[src/rtl/encoder32to5_queue_pkg.sv]
// Shared widths and state encoding for the select encoder/decoder pair.
package encoder32to5_queue_pkg;

  localparam int unsigned WIDTH     = 32;
  localparam int unsigned SEL_WIDTH = 5;
  localparam int unsigned CNT_WIDTH = SEL_WIDTH + 1;

  typedef enum logic {
    ST_IDLE    = 1'b0,
    ST_PRESENT = 1'b1
  } state_t;

endpackage

[src/rtl/encoder32to5_queue_if.sv]
// Request/offer bundle between the encoder queue and its producer/consumer.
interface encoder32to5_queue_if;
  import encoder32to5_queue_pkg::*;

  logic                 enable;
  logic [WIDTH-1:0]     req_in;
  logic                 req_load;
  logic                 out_ready;
  logic                 out_valid;
  logic [SEL_WIDTH-1:0] out_index;
  logic [WIDTH-1:0]     pending;
  logic [CNT_WIDTH-1:0] pending_count;

  // Queue side: takes requests, makes offers.
  modport master (
    input  enable, req_in, req_load, out_ready,
    output out_valid, out_index, pending, pending_count
  );

  // Environment side: supplies requests, consumes offers.
  modport slave (
    output enable, req_in, req_load, out_ready,
    input  out_valid, out_index, pending, pending_count
  );

endinterface

[src/rtl/encoder32to5_queue_prio_enc32.sv]
// Combinational lowest-set-bit finder: idx is the smallest set position.
module encoder32to5_queue_prio_enc32
  import encoder32to5_queue_pkg::*;
(
  input  logic [WIDTH-1:0]     vec,
  output logic [SEL_WIDTH-1:0] idx,
  output logic                 any
);

  // Scan high to low so the last hit (lowest index) wins.
  always_comb begin
    idx = '0;
    any = |vec;
    for (int i = WIDTH - 1; i >= 0; i--) begin
      if (vec[i]) idx = SEL_WIDTH'(i);
    end
  end

endmodule

[src/rtl/encoder32to5_queue.sv]
// Collects multi-hot request lines and offers them one index at a time,
// lowest index first, on a valid/ready handshake.
module encoder32to5_queue
  import encoder32to5_queue_pkg::*;
(
  input  logic                        clock,
  input  logic                        reset,
  encoder32to5_queue_if.master        bus
);

  state_t               state_q;
  logic [SEL_WIDTH-1:0] out_index_q;
  logic [WIDTH-1:0]     pending_q;
  logic [CNT_WIDTH-1:0] count_q;

  logic                 accept_c;
  logic [WIDTH-1:0]     clear_mask_c;
  logic [WIDTH-1:0]     pending_next_c;
  logic [CNT_WIDTH-1:0] count_next_c;
  logic [SEL_WIDTH-1:0] low_idx_c;
  logic                 any_c;

  // Lowest pending request, taken from the current register (not pending_next).
  encoder32to5_queue_prio_enc32 u_prio (
    .vec (pending_q),
    .idx (low_idx_c),
    .any (any_c)
  );

  // Pending update: clear the accepted line, then OR in loads (set dominates).
  always_comb begin
    accept_c       = (state_q == ST_PRESENT) && bus.out_ready;
    clear_mask_c   = accept_c ? (WIDTH'(1) << out_index_q) : '0;
    pending_next_c = (pending_q & ~clear_mask_c) | (bus.req_load ? bus.req_in : '0);
  end

  // Population count of the next pending vector so count tracks pending.
  always_comb begin
    count_next_c = '0;
    for (int i = 0; i < WIDTH; i++) begin
      count_next_c = count_next_c + CNT_WIDTH'(pending_next_c[i]);
    end
  end

  // Offer state machine and pending register; index held for the whole offer.
  always_ff @(posedge clock) begin
    if (reset) begin
      state_q     <= ST_IDLE;
      out_index_q <= '0;
      pending_q   <= '0;
      count_q     <= '0;
    end else begin
      pending_q <= pending_next_c;
      count_q   <= count_next_c;
      case (state_q)
        ST_IDLE: begin
          if (bus.enable && any_c) begin
            state_q     <= ST_PRESENT;
            out_index_q <= low_idx_c;
          end
        end
        ST_PRESENT: begin
          if (bus.out_ready) state_q <= ST_IDLE;
        end
        default: state_q <= ST_IDLE;
      endcase
    end
  end

  assign bus.out_valid     = (state_q == ST_PRESENT);
  assign bus.out_index     = out_index_q;
  assign bus.pending       = pending_q;
  assign bus.pending_count = count_q;

endmodule

[src/flat_wrapper.sv]
// flat-port wrapper written by rule: the top's interface ports become plain ports
module encoder32to5_queue_flat import encoder32to5_queue_pkg::*;
  (clock, reset, bus_enable, bus_req_in, bus_req_load, bus_out_ready, bus_out_valid, bus_out_index, bus_pending, bus_pending_count);
  encoder32to5_queue_if bus_i ();
  input  logic clock;
  input  logic reset;
  input wire logic [$bits(bus_i.enable)-1:0] bus_enable;
  input wire logic [$bits(bus_i.req_in)-1:0] bus_req_in;
  input wire logic [$bits(bus_i.req_load)-1:0] bus_req_load;
  input wire logic [$bits(bus_i.out_ready)-1:0] bus_out_ready;
  output wire logic [$bits(bus_i.out_valid)-1:0] bus_out_valid;
  output wire logic [$bits(bus_i.out_index)-1:0] bus_out_index;
  output wire logic [$bits(bus_i.pending)-1:0] bus_pending;
  output wire logic [$bits(bus_i.pending_count)-1:0] bus_pending_count;
  assign bus_i.enable = bus_enable;
  assign bus_i.req_in = bus_req_in;
  assign bus_i.req_load = bus_req_load;
  assign bus_i.out_ready = bus_out_ready;
  assign bus_out_valid = bus_i.out_valid;
  assign bus_out_index = bus_i.out_index;
  assign bus_pending = bus_i.pending;
  assign bus_pending_count = bus_i.pending_count;
  encoder32to5_queue u_core (.clock(clock), .reset(reset), .bus(bus_i));
endmodule
[config.mk]
export PLATFORM = sky130hd
export DESIGN_NAME = encoder32to5_queue_flat
export DESIGN_NICKNAME = d
export VERILOG_FILES = /design/src/rtl/encoder32to5_queue_pkg.sv /design/src/rtl/encoder32to5_queue_if.sv /design/src/rtl/encoder32to5_queue_prio_enc32.sv /design/src/rtl/encoder32to5_queue.sv /design/src/flat_wrapper.sv
export SDC_FILE = /design/constraint.sdc
export NUM_CORES = 1
export LEC_CHECK = 0
export ABC_CLOCK_PERIOD_IN_PS = 9710
export CORE_MARGIN = 2
export CORE_UTILIZATION = 38
export DETAILED_ROUTE_END_ITERATION = 10
export PLACE_DENSITY = 0.72
export SLEW_MARGIN = 30
export SYNTH_ARGS = -nofsm -noshare
export SYNTH_HDL_FRONTEND = slang
export SYNTH_SLANG_ARGS = --single-unit
[constraint.sdc]
create_clock -name clock -period 9.71 [get_ports clock]
set_input_delay 1.942 -clock clock [delete_from_list [all_inputs] [get_ports clock]]
set_output_delay 1.942 -clock clock [all_outputs]
set_load 0.02 [all_outputs]
==> impl_results.md <==
* Grt ovf at 0
* Relative slew slack at 43.4%
* Crit share post-route at 84.5%
* DR pass1 iterations at 5
* EDFF count, synth at 0
* Post-DP HPWL at 6830 um
* RD Place Congestion at 0.880
* CTS tree: built
* Die W at 90.4 um
* Post-synth ARST share at 0%
* Power Density at 279 mW/mm2
* Commonest non-fill, non-tap cell in the layout: clkdlybuf4s50_1
* Ports at 81
* CTS root buf: clkbuf_8
* Layout Nets at 470
* Fin crit period at 8210 ps
* Vias per inst at 5.45
* Mux cell area share after synthesis at 0%
* Crit path DAT at 8390 ps
* Buffer and inverter count on the worst path at 5
* Post-synthesis cell area at 0.00284 mm2
* GR Util All Layers at 20.7%
* I/O Buffers at 80
* Post-synth top flop: dfxtp_1
* Core area at 0.00725 mm2
* Syn nets at 391
* Worst endpoint required time at 9890 ps
* Min-Delay Path Class: reg -> reg
* Post-Synth XOR/XNOR Area at 0.618%
* Hold_buf cts at 0
* Synth Area in Adders at 20.5%
* Vias in the first global route at 2588
* Post-Syn Area per Cell at 8.81 um2
* Clock latency on the worst-skew pair at 310 ps
* Clock-pin slew on the worst setup and hold paths at 90 ps
* Synth Area in Simple Gates at 23.9%
* Initial antenna violation count at 0
* Worst-path fanout max at 7
* Final setup skew at 13.9 ps
* First-pass GRT wire length at 13300 um
* Hold Fails Final Rpt at 0
* Final wirelength at 8530 um
* Most frequent cells in the layout: clkdlybuf4s50_1, dfxtp_1, nand2_1
* Synth Area in Compound Gates at 18.3%
* Clock Sinks at 44
* # Max-Cap Violations at 0
* Post-synthesis cell count at 322
* Routed Antenna Nets at 0
* Top delay family on crit path: adder cells
* Critical Path, Cell by Cell: clkdlybuf4s50_1, nand2_1, nor3_1, nand2_1, a22o_1, ha_1, inv_1, fa_1, inv_1, fa_1, fa_1, inv_1, fa_1, fa_1, fa_1, inv_1, fa_1, fa_1, a21o_1, a21oi_1, xor2_1, nor2_1
* Setup TNS at 0 ps
* Critical Path Source Type: input port
* IR drop worst, VDD at 0.372 mV
* Vias at 2729
* H-tree depth at 2
* Pin count of the biggest net entering global routing at 32
* Share of post-route cells with drive strength above 1 at 4.73%
* LEAKAGE at 1.53 nW
* Clk buf depth at 2
* FMAX at 122 MHz
* Main combinational cell family by area after synthesis: simple AND/OR/NAND/NOR gates
* Number of cell rows at 31
* CTS resizes at 0
* Design Power at 1.07 mW
* P&R area growth vs syn at 35.2%
* Flops & latches, synth at 44
* Worst path max stage delay at 610 ps
* 1st-iter DRT viols at 222
* Unrepaired setup endpoints after global routing: no
* Most frequent CP cell: fa_1
* Worst Setup End Kind: flip-flop
* Avg WL per Cell at 17.0 um
* Yosys cell types at 48
* Yosys warning count at 0
* Slew Limit Fails at 0
* Post-CTS setup buffer count at 0
* Setup violators final at 0
* Worst slew pin tran at 846 ps
* Total CTS buffers at 5
* Starting density of the core at 39.1%
* Sequential element share of the synthesized area at 31.1%
* Worst R2R Setup Slack at 3230 ps
* Die H at 90.4 um
* Residual DRC at 0
* Slowest-stage cell, CP: nor3_1
* Status: completed
* Die ar. at 0.00817 mm2
* Antenna cells at 0
* Crit Path Category: in -> reg
cell families after synthesis:
logic type / count (synthesis)
flops: 44
compound gates: 69
fa+ha+maj: 32
simple gates: 132
xor+xnor: 2
buf+inv: 43
layout make-up:
type | instances | area (um2)
Inverter | 33 | 124
Multi-Input combinational cell | 235 | 1790
Tap cell | 99 | 124
Fill cell | 708 | 3420
Sequential cell | 44 | 881
Clock inverter | 2 | 15.0
Timing Repair Buffer | 82 | 816
Clock buffer | 6 | 82.6
where the power goes:
part / switching (mW) / internal (mW) / leakage [nW]
registers: 0.0220 / 0.206 / 0.364
clock network: 0.0688 / 0.0577 / 0.0434
logic: 0.365 / 0.351 / 1.12
total: 0.456 / 0.615 / 1.53
worst paths after layout:
path / startpoint / to / depth (start not counted)
max: bus_out_ready / u_core.bus.pending_count[4]$_SDFF_PP0_ / 22
min: u_core.bus.out_valid$_SDFF_PP0_ / u_core.bus.out_valid$_SDFF_PP0_ / 2
max reg2reg: u_core.bus.out_valid$_SDFF_PP0_ / u_core.bus.pending_count[4]$_SDFF_PP0_ / 21
min reg2reg: u_core.bus.out_valid$_SDFF_PP0_ / u_core.bus.out_valid$_SDFF_PP0_ / 2
registers in the layout, indices dropped and copies added (netlist names):
signal,flops
u_core.bus.out_valid,1
u_core.bus.pending,32
u_core.bus.pending_count,6
u_core.bus.out_index,5
metal layers:
layer / wire [um] / global-route usage (%)
met1: 3530 / 27.3
met2: 4200 / 34.0
met3: 599 / 4.17
met4: 206 / 6.79
met5: 0 / 0
tightest hold or removal path, cell delays in order, from the launching register on:
cell and delay [ps]:
dfxtp_1 350, nand2b_1 80, a21oi_1 50
through the flow:
| step | utilization, % | hold WS, ps | cell area [um2] | std cells | setup WS, ps |
|---|---|---|---|---|---|
| after global placement | 51.5 | 509 | 3740 | 493 | 1380 |
| after floorplan | - | 577 | 2840 | 322 | 2160 |
| after global routing | 52.9 | 573 | 3830 | 501 | 1270 |
| final | 52.9 | 520 | 3830 | 501 | 1500 |
| after CTS | 52.9 | 522 | 3830 | 501 | 1530 |
| after detailed placement | 51.5 | 510 | 3740 | 493 | 1220 |
synth_stat cells (2+ instances only):
cell type / instances / area share (%)
fa_1: 24 / 17
clkbuf_1: 9 / 1.2
a22o_1: 10 / 3.1
and2_1: 12 / 2.6
nor4_2: 5 / 2.2
nand4_1: 2 / 0.44
nor2b_1: 6 / 1.3
a311oi_1: 2 / 0.62
or3_1: 2 / 0.44
a221oi_1: 2 / 0.62
nand3_1: 2 / 0.35
o211ai_1: 4 / 1.1
nand2_1: 43 / 5.7
o21ai_0: 4 / 0.71
ha_1: 8 / 3.5
o21bai_1: 2 / 0.53
nor4_1: 5 / 1.1
a21oi_1: 14 / 2.5
o31a_1: 2 / 0.62
a21o_1: 2 / 0.53
nor3_1: 7 / 1.2
nand2b_1: 3 / 0.66
a22oi_1: 16 / 4.2
nor2_1: 34 / 4.5
inv_1: 33 / 4.4
nor3b_1: 3 / 0.79
dfxtp_1: 44 / 31
o311ai_0: 2 / 0.62
Note: power is estimated with default switching activity, not from simulation.
